===== config.mk =====
export PLATFORM = sky130hd
export DESIGN_NAME = ysyx_bus_arbiter
export DESIGN_NICKNAME = d
export VERILOG_FILES = /design/src/rtl/ysyx_arb_pkg.sv /design/src/rtl/ysyx_rr_arbiter.sv /design/src/rtl/ysyx_bus_arbiter.sv
export SDC_FILE = /design/constraint.sdc
export NUM_CORES = 1
export LEC_CHECK = 0
export BUFFER_PORTS_ARGS = -buffer_cell sky130_fd_sc_hd__buf_2
export CAP_MARGIN = 20
export CORE_AREA = 2 2 215 217
export DETAILED_ROUTE_END_ITERATION = 8
export DIE_AREA = 0 0 217 219
export GPL_ROUTABILITY_DRIVEN = 1
export PLACE_DENSITY_LB_ADDON = 0.25
export SYNTH_ARGS = -nofsm -noshare
export SYNTH_HDL_FRONTEND = slang
export SYNTH_HIERARCHICAL = 1
export SYNTH_SLANG_ARGS = --single-unit

===== constraint.sdc =====
create_clock -name clock -period 1.55 [get_ports clock]
set_input_delay 0.0775 -clock clock [delete_from_list [all_inputs] [get_ports clock]]
set_output_delay 0.0775 -clock clock [all_outputs]
set_load 0.01 [all_outputs]

===== src/rtl/ysyx_arb_pkg.sv =====
// Shared types and constants for the N-channel bus arbiter.
// The optional burst mode is enabled by defining YSYX_ARB_BURST_EN.
package ysyx_arb_pkg;

  typedef enum logic [2:0] {
    ST_IDLE  = 3'd0,
    ST_RADDR = 3'd1,
    ST_RDATA = 3'd2,
    ST_WREQ  = 3'd3,
    ST_WRESP = 3'd4
  } arb_state_e;

  localparam logic [1:0] BURST_INCR = 2'b01;
  localparam logic [1:0] RESP_OKAY  = 2'b00;

  function automatic int rr_ptr_width(input int n);
    return (n <= 1) ? 1 : $clog2(n);
  endfunction

endpackage


===== src/rtl/ysyx_rr_arbiter.sv =====
// Combinational rotate-priority select: lowest valid index >= rr_ptr,
// otherwise wrap to the lowest valid index overall.
module ysyx_rr_arbiter
  import ysyx_arb_pkg::*;
#(
  parameter  int N_CH  = 2,
  localparam int PTR_W = rr_ptr_width(N_CH)
) (
  input  logic [N_CH-1:0]  valid,
  input  logic [PTR_W-1:0] rr_ptr,
  output logic [PTR_W-1:0] grant,
  output logic             grant_valid
);

  logic [PTR_W-1:0] hi_idx;
  logic [PTR_W-1:0] lo_idx;
  logic             hi_found;

  // Scan downwards so the last hit in each class is the lowest index.
  always_comb begin
    hi_idx   = '0;
    lo_idx   = '0;
    hi_found = 1'b0;
    for (int i = N_CH - 1; i >= 0; i--) begin
      if (valid[i]) begin
        lo_idx = PTR_W'(i);
        if (i >= int'(rr_ptr)) begin
          hi_idx   = PTR_W'(i);
          hi_found = 1'b1;
        end
      end
    end
  end

  assign grant       = hi_found ? hi_idx : lo_idx;
  assign grant_valid = |valid;

endmodule


===== src/rtl/ysyx_bus_arbiter.sv =====
// N-channel round-robin memory arbiter bridging to a single AXI4 master port.
// Define YSYX_ARB_BURST_EN to add ch_req_len and INCR burst support.
module ysyx_bus_arbiter
  import ysyx_arb_pkg::*;
#(
  parameter  int N_CH   = 2,
  parameter  int ADDR_W = 32,
  parameter  int DATA_W = 64,
  parameter  int ID_W   = 4,
  localparam int PTR_W  = rr_ptr_width(N_CH),
  localparam int STRB_W = DATA_W / 8
) (
  input  logic                     clock,
  input  logic                     reset,
  input  logic [N_CH-1:0]          ch_req_valid,
  input  logic [N_CH-1:0]          ch_req_write,
  input  logic [N_CH*ADDR_W-1:0]   ch_req_addr,
  input  logic [N_CH*3-1:0]        ch_req_size,
  input  logic [N_CH*DATA_W-1:0]   ch_req_wdata,
  input  logic [N_CH*STRB_W-1:0]   ch_req_wstrb,
`ifdef YSYX_ARB_BURST_EN
  input  logic [N_CH*8-1:0]        ch_req_len,
`endif
  output logic [N_CH-1:0]          ch_req_ready,
  output logic [N_CH-1:0]          ch_resp_valid,
  output logic [DATA_W-1:0]        ch_resp_data,
  output logic                     ch_resp_last,
  output logic                     ch_resp_err,
  output logic                     io_master_arvalid,
  input  logic                     io_master_arready,
  output logic [ADDR_W-1:0]        io_master_araddr,
  output logic [ID_W-1:0]          io_master_arid,
  output logic [7:0]               io_master_arlen,
  output logic [2:0]               io_master_arsize,
  output logic [1:0]               io_master_arburst,
  input  logic                     io_master_rvalid,
  output logic                     io_master_rready,
  input  logic [DATA_W-1:0]        io_master_rdata,
  input  logic [1:0]               io_master_rresp,
  input  logic                     io_master_rlast,
  input  logic [ID_W-1:0]          io_master_rid,
  output logic                     io_master_awvalid,
  input  logic                     io_master_awready,
  output logic [ADDR_W-1:0]        io_master_awaddr,
  output logic [ID_W-1:0]          io_master_awid,
  output logic [7:0]               io_master_awlen,
  output logic [2:0]               io_master_awsize,
  output logic [1:0]               io_master_awburst,
  output logic                     io_master_wvalid,
  input  logic                     io_master_wready,
  output logic [DATA_W-1:0]        io_master_wdata,
  output logic [STRB_W-1:0]        io_master_wstrb,
  output logic                     io_master_wlast,
  input  logic                     io_master_bvalid,
  output logic                     io_master_bready,
  input  logic [1:0]               io_master_bresp,
  input  logic [ID_W-1:0]          io_master_bid,
  output arb_state_e               dbg_state,
  output logic [PTR_W-1:0]         dbg_rr_ptr
);

  // Request handshake: a request is captured in the cycle where
  // ch_req_valid[i] and ch_req_ready[i] are both high; ready is a pulse.
  arb_state_e        state;
  logic [PTR_W-1:0]  rr_ptr, grant_q, arb_grant, sel_idx, next_ptr;
  logic              arb_valid, grant_fire, beat_fire;
  logic [ADDR_W-1:0] addr_q, sel_addr;
  logic [2:0]        size_q, sel_size;
  logic [DATA_W-1:0] wdata_q, sel_wdata;
  logic [STRB_W-1:0] wstrb_q, sel_wstrb;
  logic              sel_write;
  logic [N_CH-1:0]   grant_oh;
  logic [ID_W-1:0]   grant_id;
  logic              aw_done, w_done, r_err, b_err;
`ifdef YSYX_ARB_BURST_EN
  logic [7:0]        len_q, beat_q, sel_len;
`endif

  ysyx_rr_arbiter #(.N_CH(N_CH)) u_rr (
    .valid       (ch_req_valid),
    .rr_ptr      (rr_ptr),
    .grant       (arb_grant),
    .grant_valid (arb_valid)
  );

  // Hold off arbitration during the final response pulse so grants never overlap it.
  assign grant_fire = reset && (state == ST_IDLE) && arb_valid && !(|ch_resp_valid);
  assign sel_idx    = (state == ST_IDLE) ? arb_grant : grant_q;
  assign next_ptr   = (grant_q == PTR_W'(N_CH - 1)) ? '0 : grant_q + PTR_W'(1);
  assign grant_id   = ID_W'(grant_q);
  assign aw_done    = !io_master_awvalid || io_master_awready;
  assign w_done     = !io_master_wvalid || (io_master_wready && io_master_wlast);
  assign b_err      = (io_master_bresp != RESP_OKAY) || (io_master_bid != grant_id);

`ifdef YSYX_ARB_BURST_EN
  assign beat_fire       = reset && (state == ST_WREQ) && io_master_wvalid &&
                           io_master_wready && !io_master_wlast;
  assign io_master_arlen = len_q;
  assign io_master_awlen = len_q;
  assign io_master_wlast = io_master_wvalid && (beat_q == len_q);
`else
  assign beat_fire       = 1'b0;
  assign io_master_arlen = 8'd0;
  assign io_master_awlen = 8'd0;
  assign io_master_wlast = io_master_wvalid;
`endif

  always_comb begin
    r_err = (io_master_rresp != RESP_OKAY) || (io_master_rid != grant_id);
`ifdef YSYX_ARB_BURST_EN
    if (io_master_rlast && (beat_q != len_q)) r_err = 1'b1;
`endif
  end

  always_comb begin
    sel_addr     = '0;
    sel_size     = '0;
    sel_wdata    = '0;
    sel_wstrb    = '0;
    sel_write    = 1'b0;
    grant_oh     = '0;
    ch_req_ready = '0;
`ifdef YSYX_ARB_BURST_EN
    sel_len      = '0;
`endif
    for (int i = 0; i < N_CH; i++) begin
      if (sel_idx == PTR_W'(i)) begin
        sel_addr        = ch_req_addr[i*ADDR_W +: ADDR_W];
        sel_size        = ch_req_size[i*3 +: 3];
        sel_wdata       = ch_req_wdata[i*DATA_W +: DATA_W];
        sel_wstrb       = ch_req_wstrb[i*STRB_W +: STRB_W];
        sel_write       = ch_req_write[i];
        ch_req_ready[i] = grant_fire || beat_fire;
`ifdef YSYX_ARB_BURST_EN
        sel_len         = ch_req_len[i*8 +: 8];
`endif
      end
      grant_oh[i] = (grant_q == PTR_W'(i));
    end
  end

  assign io_master_araddr  = addr_q;
  assign io_master_awaddr  = addr_q;
  assign io_master_arsize  = size_q;
  assign io_master_awsize  = size_q;
  assign io_master_arid    = grant_id;
  assign io_master_awid    = grant_id;
  assign io_master_arburst = io_master_arvalid ? BURST_INCR : 2'b00;
  assign io_master_awburst = io_master_awvalid ? BURST_INCR : 2'b00;
  assign io_master_wdata   = wdata_q;
  assign io_master_wstrb   = wstrb_q;
  assign dbg_state         = state;
  assign dbg_rr_ptr        = rr_ptr;

  always_ff @(posedge clock) begin
    if (!reset) begin
      state             <= ST_IDLE;
      rr_ptr            <= '0;
      grant_q           <= '0;
      addr_q            <= '0;
      size_q            <= '0;
      wdata_q           <= '0;
      wstrb_q           <= '0;
      io_master_arvalid <= 1'b0;
      io_master_rready  <= 1'b0;
      io_master_awvalid <= 1'b0;
      io_master_wvalid  <= 1'b0;
      io_master_bready  <= 1'b0;
      ch_resp_valid     <= '0;
      ch_resp_data      <= '0;
      ch_resp_last      <= 1'b0;
      ch_resp_err       <= 1'b0;
`ifdef YSYX_ARB_BURST_EN
      len_q             <= '0;
      beat_q            <= '0;
`endif
    end else begin
      ch_resp_valid <= '0;
      ch_resp_last  <= 1'b0;
      ch_resp_err   <= 1'b0;
      case (state)
        ST_IDLE: if (grant_fire) begin
          grant_q <= arb_grant;
          addr_q  <= sel_addr;
          size_q  <= sel_size;
          wdata_q <= sel_wdata;
          wstrb_q <= sel_wstrb;
`ifdef YSYX_ARB_BURST_EN
          len_q   <= sel_len;
          beat_q  <= '0;
`endif
          if (sel_write) begin
            state             <= ST_WREQ;
            io_master_awvalid <= 1'b1;
            io_master_wvalid  <= 1'b1;
          end else begin
            state             <= ST_RADDR;
            io_master_arvalid <= 1'b1;
          end
        end
        ST_RADDR: if (io_master_arready) begin
          io_master_arvalid <= 1'b0;
          io_master_rready  <= 1'b1;
          state             <= ST_RDATA;
        end
        ST_RDATA: if (io_master_rvalid) begin
          ch_resp_valid <= grant_oh;
          ch_resp_data  <= io_master_rdata;
          ch_resp_err   <= r_err;
          ch_resp_last  <= io_master_rlast;
`ifdef YSYX_ARB_BURST_EN
          beat_q        <= beat_q + 8'd1;
`endif
          if (io_master_rlast) begin
            io_master_rready <= 1'b0;
            rr_ptr           <= next_ptr;
            state            <= ST_IDLE;
          end
        end
        ST_WREQ: begin
          if (io_master_awready) io_master_awvalid <= 1'b0;
          if (io_master_wvalid && io_master_wready) begin
            if (io_master_wlast) io_master_wvalid <= 1'b0;
`ifdef YSYX_ARB_BURST_EN
            // Next beat comes from the requester, which was just pulsed ready.
            else begin
              beat_q  <= beat_q + 8'd1;
              wdata_q <= sel_wdata;
              wstrb_q <= sel_wstrb;
            end
`endif
          end
          if (aw_done && w_done) begin
            io_master_bready <= 1'b1;
            state            <= ST_WRESP;
          end
        end
        ST_WRESP: if (io_master_bvalid) begin
          ch_resp_valid    <= grant_oh;
          ch_resp_last     <= 1'b1;
          ch_resp_err      <= b_err;
          io_master_bready <= 1'b0;
          rr_ptr           <= next_ptr;
          state            <= ST_IDLE;
        end
        default: state <= ST_IDLE;
      endcase
    end
  end

endmodule


# Word level (Yosys, flattened, before mapping)
# Index checks and enable logic that the tools add are counted.
dict set report classes {
  add_sub_neg 1
  order_cmp 1
  n_eq_ne 16
  mux 56
  bitwise_logic 1
  reduce_logical 31
}
# op n
set ops {}
lappend ops {{64-bit 2-to-1 mux} 1}
lappend ops {{1-bit 2-to-1 mux} 33}
lappend ops {{32-bit 2-to-1 mux} 1}
lappend ops {{3-bit 2-to-1 mux} 7}
lappend ops {{2-bit != test (second input constant)} 10}
lappend ops {{4-bit AND reduction} 5}
lappend ops {{1-bit case mux with 2 select lines} 8}
lappend ops {{3-bit case mux with 5 select lines} 1}
lappend ops {{2-bit nonzero test} 7}
lappend ops {{8-bit 2-to-1 mux} 1}
lappend ops {{4-bit by 1-bit != test with 1-bit output} 2}
lappend ops {{3-bit by 2-bit == test with 1-bit output (second input constant)} 2}
lappend ops {{2-bit 2-to-1 mux} 3}
lappend ops {{6-bit AND reduction} 1}
lappend ops {{1-bit logical AND} 5}
lappend ops {{1-bit logical OR} 4}
lappend ops {{2-bit case mux with 2 select lines} 1}
lappend ops {{2-bit AND reduction} 2}
lappend ops {{2-bit OR reduction} 2}
lappend ops {{3-bit by 1-bit == test with 1-bit output (second input constant)} 1}
lappend ops {{3-bit == test (second input constant)} 1}
lappend ops {{1-bit logical NOT} 3}
lappend ops {{3-bit logical NOT} 1}
lappend ops {{3-bit AND reduction} 1}
lappend ops {{other kinds (3)} 3}
dict set report word_totals {
  reg_bits 185
  in_bits 302
  out_inout_bits 250
  elab_cells 122
}

# Longest topological paths before layout
# Gate-level depths: netlist (run 1).
dict set report depth {
  word_depth 9
  mapped_depth 8
  ltp_nobuf 6
}

# Cells and area by module
# Netlist (run 1), hierarchy kept.
# module instances cells_per_inst area_each_um2 seq_area_each_um2
set modules_own_cells {}
lappend modules_own_cells {ysyx_bus_arbiter 1 908 8311.7 3703.6}
lappend modules_own_cells {ysyx_rr_arbiter 1 3 17.5 0.0}

# Least setup slack after synthesis (run 1)
# No wires, ideal clock.
dict set report synth_path {
  kind {register -> register}
  start {register rr_ptr, in the netlist dbg_rr_ptr}
  end {register addr_q[13], in the netlist io_master_araddr[13]}
  setup_time_ns 0.143
  t_arrival_ns 1.532
  required_ns 1.407
  path_slack_ns -0.125
  stages_incl_launch_ff 8
  path_buffers 3
  period_less_slack_ns 1.675
  path_cell_list {dfxtp_1 > inv_1 > a21boi_1 > buf_2 > buf_4 > buf_2 > mux2i_1 > a211oi_2}
}
dict set report synth_between {
  elab_chain_len 6
  elab_cells_between_ends 8
  classes_between {order compare (1); mux (7)}
}
# element line_no
set synth_lines {}
lappend synth_lines {{start: declaration} ysyx_bus_arbiter.sv:65} ;# logic [PTR_W-1:0] rr_ptr, grant_q, arb_grant, sel_idx, next_ptr;
lappend synth_lines {{start signal: assignment} ysyx_bus_arbiter.sv:216} ;# rr_ptr <= next_ptr;
lappend synth_lines {{start signal: assignment} ysyx_bus_arbiter.sv:243} ;# rr_ptr <= next_ptr;
lappend synth_lines {{1-bit >= comparator (*)} ysyx_rr_arbiter.sv:27} ;# if (i >= int'(rr_ptr)) begin
lappend synth_lines {{1-bit 2-to-1 mux} ysyx_rr_arbiter.sv:27}
lappend synth_lines {{1-bit 2-to-1 mux} ysyx_rr_arbiter.sv:25} ;# if (valid[i]) begin
lappend synth_lines {{1-bit 2-to-1 mux (*)} ysyx_rr_arbiter.sv:35} ;# assign grant = hi_found ? hi_idx : lo_idx;
lappend synth_lines {{net arb_grant} ysyx_bus_arbiter.sv:65}
lappend synth_lines {{1-bit 2-to-1 mux (*)} ysyx_bus_arbiter.sv:88} ;# assign sel_idx = (state == ST_IDLE) ? arb_grant : grant_q;
lappend synth_lines {{32-bit 2-to-1 mux (*)} ysyx_bus_arbiter.sv:127} ;# if (sel_idx == PTR_W'(i)) begin
lappend synth_lines {{end signal: assignment} ysyx_bus_arbiter.sv:184} ;# addr_q <= sel_addr;
lappend synth_lines {{end: declaration} ysyx_bus_arbiter.sv:67} ;# logic [ADDR_W-1:0] addr_q, sel_addr;
# The timed path passes the listed nets; every way through them passes the cells marked *.
# A chain may end at the register's enable or synchronous reset.

# Worst setup path in the final report (run 1)
dict set report layout_path {
  start {register ch_resp_valid[0]}
  end {register size_q[2], in the netlist io_master_arsize[2]}
}
dict set report layout_between {
  elab_chain_len 4
}
# element line_no
set layout_lines {}
lappend layout_lines {{start: declaration} ysyx_bus_arbiter.sv:25} ;# output logic [N_CH-1:0] ch_resp_valid,
lappend layout_lines {{start signal: assignment} ysyx_bus_arbiter.sv:207} ;# ch_resp_valid <= grant_oh;
lappend layout_lines {{start signal: assignment} ysyx_bus_arbiter.sv:239} ;# ch_resp_valid <= grant_oh;
lappend layout_lines {{2-bit OR reduction} ysyx_bus_arbiter.sv:87} ;# assign grant_fire = reset && (state == ST_IDLE) && arb_valid && !(|ch_resp_valid);
lappend layout_lines {{1-bit logical NOT} ysyx_bus_arbiter.sv:87}
lappend layout_lines {{1-bit logical AND} ysyx_bus_arbiter.sv:87}
lappend layout_lines {{2-bit AND reduction (no source line)} n/a}
lappend layout_lines {{end signal: assignment} ysyx_bus_arbiter.sv:185} ;# size_q <= sel_size;
lappend layout_lines {{end: declaration} ysyx_bus_arbiter.sv:68} ;# logic [2:0] size_q, sel_size;
# Every way passes these cells.

==> results.cfg, run 1 <==
[final_layout]
drive_gt1_frac = 0.477
final_nets = 2036
nFillCells = 4387
multi_input_area_um2 = 4540
mostFrequentLayoutCell = buf_2
layout-area-overhead-vs-synth_pct = 101
final_cell_mix = 526 x buf_2, 289 x dlygate4sd3_1, 180 x dfxtp_1
seq_area_um2 = 3710
final_core_util = 0.371

[timing]
hold_violations = 0
setup_violations = 65
period_needed_ps = 1700
fin_ws_ps = -153
grt_setup_unrepaired = true
report.final.slew_viol_count = 0
max_freq_mhz = 587
fin_setup_tns_ps = -1910
finClkSkew_ps = 7.37
period_share = 1.10

[synthesis]
ys.flop_type = dfxtp_1
synth_async_sr_flop_share = 0
mappedNetlistArea_um2 = 8330
synth_edf_count = 0
avgSynthCellArea_um2 = 9.14
ys_warn_count = 6
ys_types = 42
synthCells = 911
seq_area_frac_synth = 0.445
ys_seq_elements = 185

[setup_path]
path_class = flip-flop to flip-flop
crit_fanout = 7
worstPathArrival_ps = 2090
required_ps = 1940
crit_top_cell = buf_12
crit_chain = and4bb_2 -> and2_4 -> buf_6 -> buf_12 -> buf_12 -> clkbuf_16 -> nor2_1 -> a211oi_1
cp-end-kind = flip-flop
r2r_cells = 8
slowest_delay_ps = 320
cp-start-kind = flip-flop
slowest_stage = dfxtp_2

[placed_design]
dp_hpwl_um = 24000
pre_cts_ws_ps = -75.7
place_congestion = 0.785
port_buffers = 527

[pwr]
p_sw_frac = 0.336
cellLeakagePower_nw = 7.36
vdd_drop_max_uv = 845
clkPwrFrac = 0.278
p_per_area_nw_per_um2 = 1000
p_seq_frac = 0.345
fin_total_pwr_mw = 16.7
intPower_mw = 11.1
p_switching_mw = 5.62
combPwrFrac = 0.377

[detailed_routing]
ant_nets = 0
drtPass1Iterations = 4
wirelength_um = 38800
viasPerCell = 4.17
drt_iter0_markers = 358
met2_wirelength_um = 19700
vias = 9789
met3WireLength_um = 2890
highest_layer = met5
drt-met1-wl_um = 14600
avgRoutedWirePerCell_um = 16.5
drc_errors = 0

[clock_network]
cts_tree = done
h-tree-depth = 4
numClockSinks = 185
cts_buffers = 17
path_clk_slew_ps = 80
cts-root-buf = clkbuf_16
cts.path.max_buffers = 2
clk_latency_ps = 480

[global_routing]
grt_pass1_vias = 9858
grt_usage = 0.149
grt-ovfl-total = 0
grt_max_degree = 65
grt_pass1_wl_um = 54200
grt_antenna_before_repair = 5

[die]
die_w_um = 217
die_y_um = 219
core_um2 = 45100
dieArea_um2 = 47500
io_pins = 552
initial_core_util = 0.185
row_count = 78

[status]
violations = negative setup slack
status = finished, violations left

[flow_run]
max_cap_viol_count = 0

[worst_hold_path]
min_path_cells = 5
hold_class = input pin to flip-flop
[layout make-up]
type / count / area share
Clock inverter: 13 / 0.00943
Clock buffer: 19 / 0.0271
Multi-Input combinational cell: 606 / 0.272
Tap cell: 600 / 0.0449
Sequential cell: 185 / 0.222
Inverter: 7 / 0.00187
Timing Repair Buffer: 917 / 0.423
Antenna cell: 3 / 0.000449
[cells in the mapped netlist, types with 6 or more instances]
cell	number	area, um^2
a211oi_2	40	500
nor2_1	114	428
buf_4	72	541
a211oi_1	71	533
nand2_1	139	522
mux2i_1	108	1080
a21oi_1	69	345
buf_6	6	67.6
dfxtp_1	185	3700
buf_2	29	145
inv_1	7	26.3
clkbuf_1	28	105
[worst max-delay path: cells and delay by family (launching register included)]
kind,cells,cell delay (ps)
buf+inv,4,540
compound gates,1,210
flops,1,320
simple gates,3,520
[worst paths after layout]
path                     from                  end  slack, ps
max          ch_resp_valid[0]  io_master_arsize[2]       -150
min          io_master_bid[3]          ch_resp_err         80
max reg2reg  ch_resp_valid[0]  io_master_arsize[2]       -150
min reg2reg   ch_resp_data[7]      ch_resp_data[7]        450
[per-stage QoR]
stage	hold WS, ps	instance area [um^2]	std cells
finish	79.1	16700	2350
global route	70.2	16700	2350
CTS	15.5	15800	2331
detailed placement	316	11700	1996
global placement	311	11700	1996
floorplan	175	8430	934
[power by group through the flow]
| stage | combinational [mW] | clock [mW] | sequential, mW |
|---|---|---|---|
| floorplan | 2.35 | 0 | 6.09 |
| finish | 6.32 | 4.65 | 5.77 |
| global placement | 4.41 | 0 | 5.82 |
| CTS | 5.60 | 4.83 | 5.75 |
| global route | 6.75 | 4.97 | 5.84 |
| detailed placement | 4.41 | 0 | 5.84 |
[logic make-up (layout without fill, tap and decap cells)]
| group | count (synthesis) | in the layout | share of synthesized area |
|---|---|---|---|
| AO/OA/AOI/OAI | 199 | 199 | 0.183 |
| XOR/XNOR | 3 | 3 | 0.00316 |
| buffers and inverters | 143 | 956 | 0.107 |
| flip-flops | 185 | 185 | 0.445 |
| multiplexers | 109 | 109 | 0.131 |
| other | 1 | 27 | 0.000450 |
| AND/OR/NAND/NOR | 271 | 271 | 0.131 |
[per-layer routing]
layer | track usage | up-vias
met5 | 0 | -
li1 | - | 4731
met4 | 0.0840 | 4
met1 | 0.153 | 4520
met2 | 0.265 | 444
met3 | 0.0507 | 90
[state kept, by name, indices dropped and copies added (netlist names), 2 cells and up]
signal,flops
io_master_wdata,64
ch_resp_valid,2
io_master_wstrb,8
io_master_araddr,32
ch_resp_data,64
dbg_state,3
io_master_arsize,3
[repair_timing]
item / in CTS / in global routing
gates cloned: 8 / 10
endpoints found under the setup margin: 50 / 132
setup buffers: 7 / 10
hold buffers: 289 / 0
pin swaps: 26 / 34
hold endpoints to repair: 180 / 0
resized for setup: 94 / 136
No activity file was read; power rests on OpenSTA's default activity.
==> inputs of run 2 (changes only) <==
- REMOVE_ABC_BUFFERS: not set -> 1
- SKIP_LAST_GASP: not set -> 1
- clock period: 1.55 -> 1.5 ns (I/O delays scaled with it)
==> run 2 against run 1 <==
Against the previous run:
- the flow still finishes with violations (negative setup slack)
- setup slack worse by 16 ps
- non-clock buffer count up 48
- register-to-register slack worse by 20 ps
- via count up 3.7%
- critical path type unchanged
- hold slack worse by 46 ps
- core utilization up 2.8 points
- combinational power up 20%
- global-route usage down 0.41 points
- sequential cell count unchanged
==> results.cfg, run 2 (synthesis results as in run 1) <==
[detailed_routing]
wirelength_um = 41700
drt_iter0_markers = 408
drc_errors = 0
ant_nets = 0
drtPass1Iterations = 5
viasPerCell = 4.24
avgRoutedWirePerCell_um = 17.4
vias = 10200

[placed_design]
pre_cts_ws_ps = -83.3
place_congestion = 0.811
dp_hpwl_um = 24400
port_buffers = 527

[global_routing]
grt_pass1_wl_um = 52600
grt-ovfl-total = 0
grt_max_degree = 65
grt_usage = 0.145
grt_pass1_vias = 9549
grt_antenna_before_repair = 0

[final_layout]
final_cell_mix = 526 x buf_2, 279 x dlygate4sd3_1, 180 x dfxtp_1
mostFrequentLayoutCell = buf_2
final_nets = 2084
nFillCells = 4311
drive_gt1_frac = 0.571
diodes = 0
layout-area-overhead-vs-synth_pct = 116

[pwr]
cellLeakagePower_nw = 8.13
vdd_drop_max_uv = 612
fin_total_pwr_mw = 18.0
p_per_area_nw_per_um2 = 1000

[worst_hold_path]
hold_class = input pin to flip-flop
min_path_cells = 3

[timing]
fin_ws_ps = -170
setup_violations = 160
whs_ps = 33.3
grt_setup_unrepaired = true
hold_violations = 0
report.final.slew_viol_count = 0
period_share = 1.11
finClkSkew_ps = 12.7
period_needed_ps = 1670
max_freq_mhz = 599

[setup_path]
r2r_cells = 9
worstPathArrival_ps = 2040
crit_chain = inv_2 -> a21boi_4 -> buf_12 -> buf_4 -> buf_12 -> buf_16 -> buf_4 -> mux2i_2 -> a211oi_1
cp-start-kind = flip-flop
required_ps = 1870
path_class = flip-flop to flip-flop
cp-end-kind = flip-flop
crit_fanout = 12
slowest_stage = dfxtp_2
slowest_delay_ps = 340

[clock_network]
cts.path.max_buffers = 2
cts_buffers = 17
cts_tree = done
cts-root-buf = clkbuf_16
numClockSinks = 185
clk_latency_ps = 480
path_clk_slew_ps = 70
h-tree-depth = 4

[die]
die_w_um = 217
die_y_um = 219
dieArea_um2 = 47500
initial_core_util = 0.185
io_pins = 552
core_um2 = 45100
row_count = 78

[flow_run]
max_cap_viol_count = 0

[status]
violations = negative setup slack
status = finished, violations left
run 2: cell count changes in the layout (fill, tap and decap cells not counted), moves of 10 or more:
cell           change
dlygate4sd3_1     -10
nand2_1           -52
buf_4             +22
a21oi_1           -55
nor2_1            -34
nor2_2            +20
nor2_4            +14
a21oi_2           +55
nand2_4           +46
buf_6             +13
run 2: final cells by class:
type                       instances  area (um^2)  area share
tap                              600          751      0.0418
multi-input combinational        606         5190       0.289
inverter                           7         31.3     0.00174
sequential                       185         3710       0.206
clock inverter                     9         63.8     0.00355
clock buffer                      23          488      0.0271
timing repair buffer             965         7750       0.431
run 2: metal layers:
layer  vias up  part of all wire  global-route usage
met5         -                 0                   0
met4         0             0.035              0.0607
met3        81             0.070              0.0477
met2       469              0.50               0.256
met1      4781              0.39               0.160
li1       4825                 -                   -
run 2: stage by stage:
stage / cells / setup TNS (ps) / util / instance area, um^2
final: 2395 / -14100 / 0.399 / 18000
after detailed placement: 1996 / -1370 / 0.259 / 11700
after global routing: 2395 / -23660 / 0.399 / 18000
after global placement: 1996 / -837 / 0.259 / 11700
after floorplan: 798 / -967570 / - / 7550
after CTS: 2323 / -22530 / 0.342 / 15400
run 2: worst max-delay path, delay by kind of cell, from the launching register on:
kind / cells / cell delay [ps]
muxes: 1 / 220
buffers and inverters: 6 / 700
AOI/OAI and AO/OA: 2 / 250
DFF: 1 / 340
run 2: worst paths after layout:
| check | startpoint | endpoint | slack [ps] |
|---|---|---|---|
| setup / recovery | dbg_rr_ptr | io_master_wdata[12] | -170 |
| hold reg to reg | ch_resp_data[35] | ch_resp_data[35] | 450 |
| hold / removal | ch_req_wdata[113] | io_master_wdata[49] | 30 |
| setup reg to reg | dbg_rr_ptr | io_master_wdata[12] | -170 |
run 2: where the power goes:
part	internal, mW	switching, mW
Combinational	3.95	3.60
Sequential	5.55	0.478
Clock	2.29	2.12
Total	11.8	6.20
run 2: repair_timing:
| item | in CTS | in global routing |
|---|---|---|
| setup endpoints to repair | 110 | 183 |
| cloned | 5 | 21 |
| setup buffers | 12 | 52 |
| pin swaps | 9 | 188 |
| endpoints found under the hold margin | 177 | 1 |
| hold buffers | 278 | 1 |
| gates resized for setup | 28 | 435 |
